$ cat src/rtl/reg_file_pkg.sv
// Shared CPU constants for the RV32I pipeline: architectural register count,
// register index width, machine word width and the hard-wired zero register.
// Imported by the register file and any stage that decodes register indices.
package reg_file_pkg;

  localparam int          REG_COUNT      = 32;
  localparam int          REG_ADDR_WIDTH = 5;
  localparam int          XLEN           = 32;
  localparam logic [4:0]  ZERO_REG       = 5'd0;

endpackage : reg_file_pkg

$ cat src/rtl/reg_file.sv
// Purpose: 32 x XLEN general-purpose register file, 2 combinational read ports,
//          1 synchronous write port; x0 is hard-wired to zero.
// Latency: reads 0 cycles (combinational); writes visible right after the CLK edge.
// Backpressure: none; a write is accepted on every rising edge with WRITE_ENABLE=1.
//
// Ports:
//   WRITE_DATA    - data written to the WRITE_ADDRESS register
//   DATA1/DATA2   - read port data, follow DATA1_ADDRESS/DATA2_ADDRESS combinationally
//   WRITE_ADDRESS - destination register index (writes to 0 are dropped)
//   DATA1_ADDRESS - read port 1 register index
//   DATA2_ADDRESS - read port 2 register index
//   WRITE_ENABLE  - active-high write strobe
//   CLK           - clock, writes on rising edge
//   RESET         - asynchronous active-low reset, clears all registers
module reg_file
  import reg_file_pkg::*;
#(
  parameter int DATA_WIDTH = XLEN,
  parameter int ADDR_WIDTH = REG_ADDR_WIDTH
) (
  input  logic [DATA_WIDTH-1:0] WRITE_DATA,
  output logic [DATA_WIDTH-1:0] DATA1,
  output logic [DATA_WIDTH-1:0] DATA2,
  input  logic [ADDR_WIDTH-1:0] WRITE_ADDRESS,
  input  logic [ADDR_WIDTH-1:0] DATA1_ADDRESS,
  input  logic [ADDR_WIDTH-1:0] DATA2_ADDRESS,
  input  logic                  WRITE_ENABLE,
  input  logic                  CLK,
  input  logic                  RESET
);

  localparam int DEPTH = 2 ** ADDR_WIDTH;
  localparam logic [ADDR_WIDTH-1:0] ZERO_ADDR = ADDR_WIDTH'(ZERO_REG);

  logic [DATA_WIDTH-1:0] regs [DEPTH];

  // Writes to x0 are never performed, so regs[0] stays at its reset value of 0.
  always_ff @(posedge CLK or negedge RESET) begin
    if (!RESET) begin
      for (int i = 0; i < DEPTH; i++) begin
        regs[i] <= '0;
      end
    end else if (WRITE_ENABLE && (WRITE_ADDRESS != ZERO_ADDR)) begin
      regs[WRITE_ADDRESS] <= WRITE_DATA;
    end
  end

  // No write-to-read bypass: the pipeline forwards around the register file.
  // The explicit zero compare lets synthesis drop the x0 storage entirely.
  always_comb begin
    DATA1 = (DATA1_ADDRESS == ZERO_ADDR) ? '0 : regs[DATA1_ADDRESS];
    DATA2 = (DATA2_ADDRESS == ZERO_ADDR) ? '0 : regs[DATA2_ADDRESS];
  end

endmodule : reg_file

$ cat config.mk
export PLATFORM = sky130hd
export DESIGN_NAME = reg_file
export DESIGN_NICKNAME = d
export VERILOG_FILES = /design/src/rtl/reg_file_pkg.sv /design/src/rtl/reg_file.sv
export SDC_FILE = /design/constraint.sdc
export NUM_CORES = 2
export LEC_CHECK = 0
export BUFFER_PORTS_ARGS = -buffer_cell sky130_fd_sc_hd__buf_2
export CAP_MARGIN = 10
export CORE_ASPECT_RATIO = 0.5
export CORE_MARGIN = 5
export CORE_UTILIZATION = 60
export CTS_BUF_LIST = sky130_fd_sc_hd__clkbuf_16
export DETAILED_ROUTE_END_ITERATION = 10
export GPL_TIMING_DRIVEN = 0
export PLACE_DENSITY = 0.76
export REMOVE_ABC_BUFFERS = 1
export SYNTH_ARGS = -nofsm -noshare
export SYNTH_HDL_FRONTEND = slang
export SYNTH_SLANG_ARGS = --single-unit
$ cat constraint.sdc
create_clock -name CLK -period 4.38 [get_ports CLK]
set_input_delay 0.657 -clock CLK [delete_from_list [all_inputs] [get_ports CLK]]
set_output_delay 0.657 -clock CLK [all_outputs]
set_load 0.01 [all_outputs]
# Word-level counts from Yosys, hierarchy flattened
# Index checks and enable logic that the tools add are counted.
# classes
magnitude_cmp	4
mux	11
bitwise	3
n_reduce_logical	5
# ops
operator	n
1024-bit bitwise mux	1
32-bit binary-select mux with 5-bit select	2
32-bit two-way mux	7
32-bit demux with 5-bit select	1
6-bit >= comparator, second input constant	3
5-bit inverter with 6-bit output	3
5-bit zero test	2
6-bit by 1-bit < comparator with 1-bit output, second input constant	1
5-bit nonzero test	1
1-bit logical AND	2
# word_totals
reg_bits	1024
input_bits	50
word_cells	55

# Longest topological paths before layout
# depth
word_depth	6
ltp_mapped	7
mapped_depth_nobuf	4

# Least setup slack after synthesis
# Ideal clock, no wire load.
# synth_timing
path_type	input -> output
start	in DATA1_ADDRESS[0]
end	out DATA1[0]
t_arrival_ps	2097
t_required_ps	3723
setup_slack_ps	1626
stages	7
cell_sequence	buf_2 > inv_1 > buf_2 > buf_2 > nor2_1 > a22oi_1 > a311oi_1
# synth_between
elab_chain_len	5
# synth_rtl
item	line	source
start: declaration	reg_file.sv:25	input logic [ADDR_WIDTH-1:0] DATA1_ADDRESS,
5-bit inverter with 6-bit output (not written as such)	reg_file.sv:51	DATA1 = (DATA1_ADDRESS == ZERO_ADDR) ? '0 : regs[DATA1_ADDRESS];
32-bit binary-select mux with 5-bit select	reg_file.sv:51	
32-bit two-way mux (not written as such) (2 in series)	reg_file.sv:51	
32-bit two-way mux (*)	reg_file.sv:51	
end: declaration	reg_file.sv:22	output logic [DATA_WIDTH-1:0] DATA1,
# Mark *: on every way between the ends. The rest lies on a longest branch, timed or not. The select of a mux whose other input is x is not followed.

# Worst setup path in the final report
# layout_timing
start	in DATA2_ADDRESS[0]
end	out DATA2[23]
# layout_between
elab_chain_len	5
# layout_rtl
item	line	source
start: declaration	reg_file.sv:26	input logic [ADDR_WIDTH-1:0] DATA2_ADDRESS,
5-bit inverter with 6-bit output (not written as such)	reg_file.sv:52	DATA2 = (DATA2_ADDRESS == ZERO_ADDR) ? '0 : regs[DATA2_ADDRESS];
32-bit binary-select mux with 5-bit select	reg_file.sv:52	
32-bit two-way mux (not written as such) (2 in series)	reg_file.sv:52	
32-bit two-way mux (*)	reg_file.sv:52	
end: declaration	reg_file.sv:23	output logic [DATA_WIDTH-1:0] DATA2,
# Marked as above.

==> run_results.csv <==
group,metric,value,unit
outcome,outcome,"completed",
timing,relSlewSlack,0.0797,
final_layout,fillCellCount,6032,
timing,finalCritPeriodShare,0.993,
synth,synth.distinct_cells,35,
global_route,grt_pass1_wl,243000,um
timing,setup_viol,0,
timing,timing.fmax,230,MHz
worst_setup_path,critPathSlowestCell,"a311oi_2",
timing,worstMarginPinSlew,1380,ps
drt,dr.pass1.iters,7,
synth,syn_area,54400,um2
worst_setup_path,path_buf_inv,5,
global_route,grt_max_degree,131,
die,fp.dieW,436,um
worst_setup_path,crit_fanout,38,
placed_design,place_ws,-951,ps
global_route,grt-ovfl-total,0,
placed_design,io_buffers,113,
timing,rsz0062_at_grt,"no",
power_and_ir_drop,finalPower,26200,uW
clocking,clkLatencyLatePin,680,ps
synth,yosys_warnings,0,
timing,layout_setup_ws,31.1,ps
die,rows,78,
clocking,h-tree-depth,3,
worst_setup_path,cp_common_cell,"buf_16",
final_layout,fin_cells,4765,
die,die_area,97100,um2
synth,netlist_instances,3621,
timing,hold_viol_final,0,
clocking,clk_pin_slew,60,ps
final_layout,final_util,0.661,
timing,layout_min_cycle_time,4350,ps
die,num_io_pins,114,
worst_setup_path,worstSetupPathType,"primary input to primary output",
global_route,grt_pass1_vias,37000,
placed_design,hpwl,91700,um
worst_setup_path,cp.required,3720,ps
drt,drc,0,
placed_design,placed_cells,4576,
timing,finalSetupTns,0,ps
global_route,grt_usage,0.335,
worst_setup_path,crit_arrival,3690,ps
worst_setup_path,worstSetupStartpointType,"primary input",
drt,wl,163000,um
die,start_util,0.602,
worst_setup_path,ff2ff_setup_slack,3550,ps
clocking,cts_tree,"yes",
worst_hold_path,min_path_type,"flip-flop to flip-flop",
drt,ant_nets,0,
final_layout,largest_reg_flops,1024,
final_layout,nets,3535,
worst_setup_path,end_kind,"primary output",
clocking,cts_num_sinks,1024,
drt,drt_iter0_drc,4233,
job,maxCapViolations,0,
worst_setup_path,cpPeakStageDelay,550,ps
clocking,cts_root_buf,"clkbuf_16",
drt,routed_via_density,7.46,
worst_setup_path,crit_path_cell_trace,"clkbuf_8 -> buf_16 -> inv_4 -> buf_16 -> nor2_4 -> a22oi_1 -> a311oi_2 -> buf_2",
final_layout,drive_above_1_share,0.527,
final_layout,largest_register,"regs",
worst_setup_path,worst_path_dominant_cell_family,"buffers and inverters",
drt,wl_per_cell,34.3,um
synth,ys_seq_area_frac,0.471,
die,core,90300,um2
synth,postSynthRegisterBits,1024,
drt,via_count,35500,
clocking,clk_path_buf_depth,3,
power_and_ir_drop,p_leak,0.0257,uW
placed_design,gp_congestion,0.786,
power_and_ir_drop,cellPowerDensity,440,nW/um2
timing,finClkSkew,0,ps
global_route,antenna_found_initial,7,
final_layout,syn2layout_area_growth,9.80,%
final_layout,largest_registers,"regs x1024",
power_and_ir_drop,max-vdd-ir-drop,0.283,mV
timing,report.final.slew_viol_count,0,
die,die_h,223,um
clocking,cts_buffers,94,
synth,avgSynthCellArea,15.0,um2
synth_stat cells:
library cell | count | area [um2]
a211oi_1 | 64 | 480
a221oi_1 | 46 | 403
buf_2 | 170 | 851
buf_4 | 34 | 255
buf_1 | 3 | 11.3
or3_1 | 3 | 18.8
mux2i_1 | 128 | 1280
nand2b_1 | 5 | 31.3
mux2_1 | 10 | 113
mux2_2 | 1046 | 11800
clkbuf_1 | 223 | 837
or2_2 | 2 | 12.5
o21ai_0 | 101 | 505
o21ai_1 | 9 | 45.0
nand4_1 | 1 | 6.26
nand3_1 | 1 | 5.00
nor3b_1 | 2 | 15.0
clkbuf_4 | 1 | 7.51
a22oi_1 | 64 | 480
inv_1 | 2 | 7.51
clkbuf_2 | 1 | 5.00
nor4_2 | 1 | 12.5
a311oi_1 | 64 | 561
and2_0 | 1 | 6.26
o2111ai_1 | 18 | 158
mux4_2 | 448 | 10100
nand4b_1 | 3 | 26.3
or4_1 | 2 | 15.0
dfrtp_1 | 1024 | 25600
nor2_1 | 19 | 71.3
nand2_1 | 49 | 184
nor2b_1 | 71 | 444
and2_1 | 1 | 6.26
nor3_1 | 3 | 15.0
and3_1 | 1 | 6.26
report_power, final:
group	switching (uW)	internal, uW
combinational	2170	3310
clock	3710	4460
sequential	1350	11300
through the flow:
stage | hold slack (ps) | instance area, um2
final | 393 | 59700
after detailed placement | 382 | 56500
after floorplan | 361 | 52400
after CTS | 398 | 59600
after global routing | 403 | 59700
after global placement | 376 | 54500
cell usage in the layout (no fill, tap or decap), types with 18 or more instances in the layout:
cell and count:
clkinv_2 19, a211oi_1 64, a221oi_1 46, mux2_2 1046, inv_1 19, mux4_2 448, a22oi_1 64, clkbuf_16 99
o2111ai_1 18, o21ai_0 101, buf_2 103, a311oi_1 60, nor2b_1 66, clkinv_1 22, mux2i_1 128, buf_16 36
nand2_1 38, dfrtp_1 1024, buf_12 31
kinds of logic (layout without fill, tap and decap cells):
group                  after synthesis  count (layout)  synth area share
and+or+nand+nor                    165             167            0.0161
buffers and inverters              434             368            0.0363
AOI/OAI and AO/OA                  366             366            0.0484
other                                0               8                 0
muxes                             1632            1632             0.428
DFF                               1024            1024             0.471
per-layer routing:
metal  vias to the layer above  track usage  part of all wire
li1                      13800            -                 -
met1                     19000        0.452              0.38
met2                      2227        0.509              0.46
met3                       535        0.101              0.11
met4                         4        0.155             0.050
met5                         -            0           0.00047
final timing paths:
| kind | from | endpoint | cells after the start |
|---|---|---|---|
| min | regs[1008]$_DFFE_PN0P_ | regs[1008]$_DFFE_PN0P_ | 0 |
| min in group asynchronous | RESET | regs[828]$_DFFE_PN0P_ | 2 |
| max in group asynchronous | RESET | regs[880]$_DFFE_PN0P_ | 7 |
| max | DATA2_ADDRESS[0] | DATA2[23] | 8 |
| max reg2reg | regs[574]$_DFFE_PN0P_ | regs[574]$_DFFE_PN0P_ | 1 |
| min reg2reg | regs[1008]$_DFFE_PN0P_ | regs[1008]$_DFFE_PN0P_ | 0 |
timing repair:
| item | CTS | global route |
|---|---|---|
| pin swaps | 2 | 0 |
| gates cloned | 4 | 2 |
| hold buffers | 1 | 0 |
| setup buffers | 6 | 0 |
| hold endpoints to repair | 74 | 0 |
| endpoints found under the setup margin | 64 | 10 |
| gates resized for setup | 12 | 4 |
cell type report:
class / count / area [um2] / area share
Clock inverter: 71 / 512 / 0.00857
Multi-Input combinational cell: 2165 / 27100 / 0.454
Clock buffer: 97 / 2430 / 0.0407
Antenna cell: 8 / 20.0 / 0.000335
Inverter: 2 / 12.5 / 0.000210
Timing Repair Buffer: 198 / 2490 / 0.0418
Sequential cell: 1024 / 25600 / 0.429
Tap cell: 1200 / 1500 / 0.0252
Note: power is estimated with default switching activity, not from simulation.
